==> src/rtl/ex_pkg.sv <==
// Shared encodings for the execute stage: ALU operation codes, forwarding
// selects and the multiplier sequencing states. Width-independent only.
package ex_pkg;

   typedef enum logic [3:0] {
      ALU_ADD  = 4'd0,
      ALU_SUB  = 4'd1,
      ALU_AND  = 4'd2,
      ALU_OR   = 4'd3,
      ALU_XOR  = 4'd4,
      ALU_SLL  = 4'd5,
      ALU_SRL  = 4'd6,
      ALU_SRA  = 4'd7,
      ALU_SLT  = 4'd8,
      ALU_SLTU = 4'd9,
      ALU_MUL  = 4'd10
   } alu_op_t;

   typedef enum logic [1:0] {
      FWD_REG     = 2'b00,
      FWD_MEM     = 2'b01,
      FWD_WB      = 2'b10,
      FWD_REG_ALT = 2'b11
   } fwd_sel_t;

   typedef enum logic [1:0] {
      MUL_IDLE = 2'd0,
      MUL_BUSY = 2'd1,
      MUL_DONE = 2'd2
   } mul_state_t;

endpackage

==> src/rtl/iter_mul.sv <==
// Iterative shift-add multiplier producing the low XLEN bits of a*b.
// Retires MUL_BPC multiplier bits per cycle, N = XLEN/MUL_BPC steps.
// Ports:
//   clk, reset_n   clock, synchronous active-low reset
//   start          load operands, clear accumulator, begin iterating
//   abort          drop any multiply in progress (wins over start)
//   a, b           multiplicand / multiplier, sampled on start
//   done           high during the final iteration cycle
//   product        accumulator; holds the full product once iteration ends
module iter_mul #(
   parameter int XLEN    = 32,
   parameter int MUL_BPC = 1
) (
   input  logic            clk,
   input  logic            reset_n,
   input  logic            start,
   input  logic            abort,
   input  logic [XLEN-1:0] a,
   input  logic [XLEN-1:0] b,
   output logic            done,
   output logic [XLEN-1:0] product
);

   localparam int N     = XLEN / MUL_BPC;
   localparam int CNT_W = (N > 1) ? $clog2(N) : 1;

   logic             running;
   logic [CNT_W-1:0] count;
   logic [XLEN-1:0]  mcand, mplier, acc, digit, partial;

   // One radix-2^MUL_BPC digit of the multiplier per step; the digit is
   // zero-extended so the multiply collapses to an AND for MUL_BPC=1.
   always_comb begin
      digit = '0;
      digit[MUL_BPC-1:0] = mplier[MUL_BPC-1:0];
      partial = acc + mcand * digit;
   end

   assign done    = running && (count == CNT_W'(N - 1));
   assign product = acc;

   always_ff @(posedge clk) begin
      if (!reset_n) begin
         running <= 1'b0;
         count   <= '0;
         mcand   <= '0;
         mplier  <= '0;
         acc     <= '0;
      end else if (abort) begin
         running <= 1'b0;
      end else if (start) begin
         running <= 1'b1;
         count   <= '0;
         mcand   <= a;
         mplier  <= b;
         acc     <= '0;
      end else if (running) begin
         acc    <= partial;
         mcand  <= mcand << MUL_BPC;
         mplier <= mplier >> MUL_BPC;
         count  <= count + 1'b1;
         if (done) running <= 1'b0;
      end
   end

endmodule

==> src/rtl/ex_stage_mc.sv <==
// Execute stage with MEM/WB operand forwarding, ALU, iterative multiplier
// and the EX/MEM pipeline register (hold on stall_in, bubble on stall_out,
// kill on flush).
// Ports:
//   clk, reset_n                   clock, synchronous active-low reset
//   valid_ex, alu_op, alu_src      ID/EX instruction and operand B select
//   ctrl_ex, rd_ex, pc4_ex         bookkeeping carried to EX/MEM
//   r_data1, r_data2, extended     register operands and immediate
//   fwd_a, fwd_b                   forwarding selects for operands A / B
//   fwd_mem_data, fwd_wb_data      forwarding sources
//   stall_in, flush                downstream stall, kill EX contents
//   stall_out                      EX busy with a multiply; hold ID/EX
//   valid_mem .. write_data1       EX/MEM register outputs
//
// state    | meaning
// MUL_IDLE | no multiply in flight; ALU results flow through
// MUL_BUSY | iter_mul retiring bits; EX/MEM receives bubbles
// MUL_DONE | product ready; captured from latched bookkeeping when !stall_in
module ex_stage_mc
   import ex_pkg::*;
#(
   parameter int XLEN    = 32,
   parameter int CTRL_W  = 5,
   parameter int RD_W    = 5,
   parameter int MUL_BPC = 1
) (
   input  logic              clk,
   input  logic              reset_n,
   input  logic              valid_ex,
   input  logic [3:0]        alu_op,
   input  logic              alu_src,
   input  logic [CTRL_W-1:0] ctrl_ex,
   input  logic [RD_W-1:0]   rd_ex,
   input  logic [XLEN-1:0]   pc4_ex,
   input  logic [XLEN-1:0]   r_data1,
   input  logic [XLEN-1:0]   r_data2,
   input  logic [XLEN-1:0]   extended,
   input  logic [1:0]        fwd_a,
   input  logic [1:0]        fwd_b,
   input  logic [XLEN-1:0]   fwd_mem_data,
   input  logic [XLEN-1:0]   fwd_wb_data,
   input  logic              stall_in,
   input  logic              flush,
   output logic              stall_out,
   output logic              valid_mem,
   output logic [CTRL_W-1:0] ctrl_mem,
   output logic [RD_W-1:0]   rd_mem,
   output logic [XLEN-1:0]   pc4_mem,
   output logic [XLEN-1:0]   alu_result,
   output logic [XLEN-1:0]   write_data1
);

   localparam int SH_W = $clog2(XLEN);

   mul_state_t        state_q, state_d;
   logic [XLEN-1:0]   op_a, op_b_reg, op_b, alu_res, mul_product;
   logic [SH_W-1:0]   shamt;
   logic              is_mul, mul_start, mul_done;
   logic [CTRL_W-1:0] lat_ctrl;
   logic [RD_W-1:0]   lat_rd;
   logic [XLEN-1:0]   lat_pc4, lat_store;

   always_comb begin
      case (fwd_sel_t'(fwd_a))
         FWD_MEM: op_a = fwd_mem_data;
         FWD_WB:  op_a = fwd_wb_data;
         default: op_a = r_data1;
      endcase
      case (fwd_sel_t'(fwd_b))
         FWD_MEM: op_b_reg = fwd_mem_data;
         FWD_WB:  op_b_reg = fwd_wb_data;
         default: op_b_reg = r_data2;
      endcase
      op_b = alu_src ? extended : op_b_reg;
   end

   assign shamt = op_b[SH_W-1:0];

   // MUL has no live-path result: a valid MUL always raises stall_out, so
   // the register never captures this value for it.
   always_comb begin
      case (alu_op_t'(alu_op))
         ALU_ADD:  alu_res = op_a + op_b;
         ALU_SUB:  alu_res = op_a - op_b;
         ALU_AND:  alu_res = op_a & op_b;
         ALU_OR:   alu_res = op_a | op_b;
         ALU_XOR:  alu_res = op_a ^ op_b;
         ALU_SLL:  alu_res = op_a << shamt;
         ALU_SRL:  alu_res = op_a >> shamt;
         ALU_SRA:  alu_res = $signed(op_a) >>> shamt;
         ALU_SLT:  alu_res = {{(XLEN-1){1'b0}}, ($signed(op_a) < $signed(op_b))};
         ALU_SLTU: alu_res = {{(XLEN-1){1'b0}}, (op_a < op_b)};
         default:  alu_res = '0;
      endcase
   end

   assign is_mul    = valid_ex && (alu_op == ALU_MUL);
   assign stall_out = ((state_q == MUL_IDLE) && is_mul) || (state_q == MUL_BUSY);

   always_comb begin
      state_d   = state_q;
      mul_start = 1'b0;
      case (state_q)
         MUL_IDLE: begin
            if (is_mul && !flush && !stall_in) begin
               state_d   = MUL_BUSY;
               mul_start = 1'b1;
            end
         end
         MUL_BUSY: if (mul_done) state_d = MUL_DONE;
         MUL_DONE: if (!stall_in) state_d = MUL_IDLE;
         default:  state_d = MUL_IDLE;
      endcase
      if (flush) state_d = MUL_IDLE;
   end

   always_ff @(posedge clk) begin
      if (!reset_n) state_q <= MUL_IDLE;
      else          state_q <= state_d;
   end

   iter_mul #(.XLEN(XLEN), .MUL_BPC(MUL_BPC)) u_mul (
      .clk     (clk),
      .reset_n (reset_n),
      .start   (mul_start),
      .abort   (flush),
      .a       (op_a),
      .b       (op_b),
      .done    (mul_done),
      .product (mul_product)
   );

   // Bookkeeping is frozen at presentation so the DONE capture does not
   // depend on what the ID/EX slot shows later.
   always_ff @(posedge clk) begin
      if (!reset_n) begin
         lat_ctrl  <= '0;
         lat_rd    <= '0;
         lat_pc4   <= '0;
         lat_store <= '0;
      end else if (mul_start) begin
         lat_ctrl  <= ctrl_ex;
         lat_rd    <= rd_ex;
         lat_pc4   <= pc4_ex;
         lat_store <= op_b_reg;
      end
   end

   always_ff @(posedge clk) begin
      if (!reset_n) begin
         valid_mem   <= 1'b0;
         ctrl_mem    <= '0;
         rd_mem      <= '0;
         pc4_mem     <= '0;
         alu_result  <= '0;
         write_data1 <= '0;
      end else if (flush) begin
         valid_mem <= 1'b0;
         ctrl_mem  <= '0;
      end else if (stall_in) begin
         valid_mem <= valid_mem;
      end else if (stall_out) begin
         valid_mem <= 1'b0;
         ctrl_mem  <= '0;
      end else if (state_q == MUL_DONE) begin
         valid_mem   <= 1'b1;
         ctrl_mem    <= lat_ctrl;
         rd_mem      <= lat_rd;
         pc4_mem     <= lat_pc4;
         alu_result  <= mul_product;
         write_data1 <= lat_store;
      end else begin
         valid_mem   <= valid_ex;
         ctrl_mem    <= valid_ex ? ctrl_ex : '0;
         rd_mem      <= rd_ex;
         pc4_mem     <= pc4_ex;
         alu_result  <= alu_res;
         write_data1 <= op_b_reg;
      end
   end

endmodule

==> config.mk <==
export PLATFORM = sky130hd
export DESIGN_NAME = ex_stage_mc
export DESIGN_NICKNAME = d
export VERILOG_FILES = /design/src/rtl/ex_pkg.sv /design/src/rtl/iter_mul.sv /design/src/rtl/ex_stage_mc.sv
export SDC_FILE = /design/constraint.sdc
export NUM_CORES = 1
export LEC_CHECK = 0
export BUFFER_PORTS_ARGS = -buffer_cell sky130_fd_sc_hd__buf_2
export CAP_MARGIN = 40
export CORE_MARGIN = 1
export CORE_UTILIZATION = 47
export CTS_CLUSTER_SIZE = 10
export DETAILED_ROUTE_END_ITERATION = 8
export PLACE_DENSITY = 0.75
export SLEW_MARGIN = 20
export SYNTH_ARGS = -nofsm -noshare
export SYNTH_HDL_FRONTEND = slang
export SYNTH_SLANG_ARGS = --single-unit
==> constraint.sdc <==
create_clock -name clk -period 6.8 [get_ports clk]
set_input_delay 1.36 -clock clk [delete_from_list [all_inputs] [get_ports clk]]
set_output_delay 1.36 -clock clk [all_outputs]
set_load 0.005 [all_outputs]
==> metrics.md <==
| Metric | Value |
|---|---|
| Status | finished, final reports clean |
| Reg area | ~5700 sq um |
| Detail Route Antenna Nets | 0 |
| Simple-Gate Fraction of Synth Area | 0.220 |
| Syn Area/Cell | around 7.2 sq um |
| DIE WIDTH | approximately 230 um |
| Final setup vio count | 0 |
| Clk network pwr share | 0.328 |
| Starting Density | 0.479 |
| Pwr dens | approximately 210 nW/um^2 |
| Max_cap viols | 0 |
| Compound-Gate Fraction of Synth Area | 0.332 |
| Xor and xnor area share after synthesis | 0.0174 |
| Clk root buf | clkbuf_16 |
| Hold WS | roughly 460 ps |
| Worst-path clk slew | 70 ps |
| Initial antenna violation count | 4 |
| P_leak | between 10 and 15 nW |
| Slew margin rel. | 0.347 |
| Logic pwr share | 0.369 |
| CP peak stage delay | between 500 and 600 ps |
| Largest net degree at the start of global routing | 141 |
| Crit-path max FO | 19 |
| Setup TNS | 0 ps |
| 1st-iter DRT viols | between 3000 and 4000 |
| Minimum clock period | 5700 ps |
| Setup ws final | 1100 ps |
| Post-synth top area cell | dfxtp_1 |
| Post-Syn Instances | about 3300 |
| H-Tree Level Count | 2 |
| Most common cell after layout, fill and taps aside | nand2_1 |
| Tot Pwr | approximately 5.8 mW |
| CTS tree | done |
| Yosys reg bits | ~290 |
| Synth top area share | 0.242 |
| Fmax | 176 MHz |
| Die area | 51100 sq um |
| Routability cong. | approximately 1.1 |
| Seq/Total Area, Yosys | 0.242 |
| Area grow syn2layout | 15.1% |
| Detailed Routing Iterations Pass 1 | 7 |
| Critical Path AT | around 6100 ps |
| Sw Ratio | 0.398 |
| FILL cells | between 4000 and 5000 |
| CTS Buf Count | 37 |
| Slew @ Worst Pin | about 970 ps |
| Worst-path cell chain | buf_2, inv_1, ha_1, a22oi_1, nor2_1, a21oi_1, nor2_1, a21oi_1, ha_1, a21oi_1, o211ai_1, a31oi_1, o21ai_0, a221o_1, a221oi_1, a21oi_1, a2111oi_0, o21ai_1 |
| Slew Viols, Final | 0 |
| Post-CTS Hold Buffers | 0 |
| Post-Syn Area | roughly 24000 sq um |
| Synthesized net count | 3622 |
| Distinct cells, synth | 87 |
| Leading cell types in the layout, fill and taps excluded | nand2_1 (501), buf_2 (323), dfxtp_1 (285), nor2_1 (281), a21oi_1 (278) |
| Mux cell area share after synthesis | 0.0505 |
| I/O pin total | 324 |
| Worst path slowest cell | a21oi_1 |
| I/O Buffers | 323 |
| Max VDD drop | 0.203 mV |
| Setup CP Type | input pin to register |
| RSZ-0062 raised after global routing | no |
| Core box area | 49300 sq um |
| Hold Vio Cnt, Final | 0 |
| Worst skew pair latency | between 500 and 600 ps |
| Die height | ~230 um |
| Adder-cell share of the synthesized area | 0.0751 |
| NetSw | about 2.3 mW |
| Row count | a little over 80 |
| Synth area leaders | dfxtp_1 (24%), nand2_1 (8.0%), ha_1 (7.3%), a21oi_1 (5.9%), mux2i_1 (4.6%) |
| Main combinational cell family by area after synthesis | compound AO/OA/AOI/OAI gates |
| Multi-input gate area | 16500 sq um |
| Vias/cell | 6.53 |
| Setup Skew | 30.4 ps |
| Setup repair bufs after CTS | 0 |
| Congestion Overflow GR | 0 |
| P_int | about 3.5 mW |
| First-pass GRT wire length | between 150000 and 200000 um |
| Worst EP required | 7240 ps |
| Routed WL | approximately 110000 um |
| Final period util | 0.838 |
| Synthesis Warnings | 0 |
| Main synth FF type | dfxtp_1 |
| Detail Placement HPWL | 86900 um |
| Vias in the first global route | ~24000 |
| Clk buf depth | 3 |
| CTS resizes | 0 |
| Post-synth EDFFs | 0 |
| Post-Route Utilization | 0.552 |
| Post-Place Setup Slack | 593 ps |
| Wirelength per Cell | ~27 um |
| Final #Nets | 3839 |
| Tightest Hold Check Type | register to register |
| Vias | between 20000 and 30000 |
| Reg power frac | 0.304 |
| Post-synth ARST share | 0 |
| CTS Sinks | ~290 |
| Critical path endpoint category | register |
| Kind of start point of the critical path | input pin |
| Crit-path most repeated cell | a21oi_1 |
| Remaining DRCs | 0 |
| Global Route Usage Sum | 0.433 |
| Layout cells sized above 1 | 0.154 |
-- sequential cells by signal, indices dropped and copies added, names as in the netlist --
name,cells
lat_store,32
write_data1,32
ctrl_mem,5
u_mul.mplier,32
state_q,2
u_mul.mcand,32
lat_rd,5
lat_pc4,32
u_mul.running,1
valid_mem,1
u_mul.product,32
lat_ctrl,5
alu_result,32
u_mul.count,5
rd_mem,5
pc4_mem,32
-- final timing paths --
kind	startpoint	to	slack [ps]	cells after the start
worst max register to register	u_mul.mplier[0]$_SDFFE_PN0P_	u_mul.product[24]$_SDFFE_PN0P_	2880	16
worst min-delay path	u_mul.mplier[4]$_SDFFE_PN0P_	u_mul.mplier[4]$_SDFFE_PN0P_	460	2
worst max-delay path	fwd_b[1]	alu_result[26]$_SDFFE_PN0P_	1100	18
worst min register to register	u_mul.mplier[4]$_SDFFE_PN0P_	u_mul.mplier[4]$_SDFFE_PN0P_	460	2
-- kinds of logic after synthesis --
family	after synthesis
simple gates	1166
mux	117
buf+inv	373
flops	285
compound gates	1138
fa+ha+maj	140
xor+xnor	47
-- metal layers --
layer | vias to the layer above | share of wire | global-route usage
met3 | 295 | 0.11 | 0.0986
met5 | - | 0.00024 | 0
met1 | 12989 | 0.41 | 0.580
li1 | 12234 | - | -
met2 | 1663 | 0.42 | 0.635
met4 | 4 | 0.062 | 0.246
-- worst max-delay path, delay by kind of cell --
kind,cells,cell delay [ps]
simple gates,2,170
fa+ha+maj,2,940
buf+inv,2,160
compound gates,12,3500
-- final cells by class --
cell class	instances	area share
well taps	664	0.0306
diodes	2	0.000184
clock inverters	11	0.00598
clock buffers	40	0.0348
repair buffers	446	0.0971
inverters	105	0.0146
multi-input cells	2608	0.607
flip-flops and latches	285	0.210
-- power by group through the flow --
stage / combinational (mW) / sequential [mW] / clock (mW)
2_1_floorplan: 1.18 / 1.78 / 0
3_3_place_gp: 2.04 / 1.78 / 0
3_5_place_dp: 2.01 / 1.78 / 0
4_1_cts: 2.02 / 1.75 / 1.90
5_1_grt: 2.20 / 1.75 / 1.97
6_report: 2.12 / 1.75 / 1.89
-- cells in the mapped netlist, types with 33 or more instances --
| cell | instances |
|---|---|
| o211a_1 | 102 |
| inv_1 | 103 |
| dfxtp_1 | 285 |
| nand2_1 | 502 |
| ha_1 | 137 |
| a211oi_1 | 59 |
| a21oi_1 | 279 |
| clkbuf_1 | 193 |
| o21ai_0 | 139 |
| nor2_1 | 282 |
| and2_1 | 41 |
| xnor2_1 | 33 |
| mux2i_1 | 108 |
| a22oi_1 | 84 |
| nor2b_1 | 98 |
| nand3_1 | 104 |
| o211ai_1 | 118 |
| buf_2 | 36 |
| a21boi_0 | 65 |
| nor3_1 | 40 |
-- stage by stage --
| step | instances | instance area (sq um) |
|---|---|---|
| after global placement | 4099 | 25900 |
| after CTS | 4157 | 27200 |
| after floorplan | 3266 | 23600 |
| final | 4161 | 27200 |
| after global routing | 4159 | 27200 |
| after detailed placement | 4106 | 26000 |
Power figures use the tool's default switching activity.
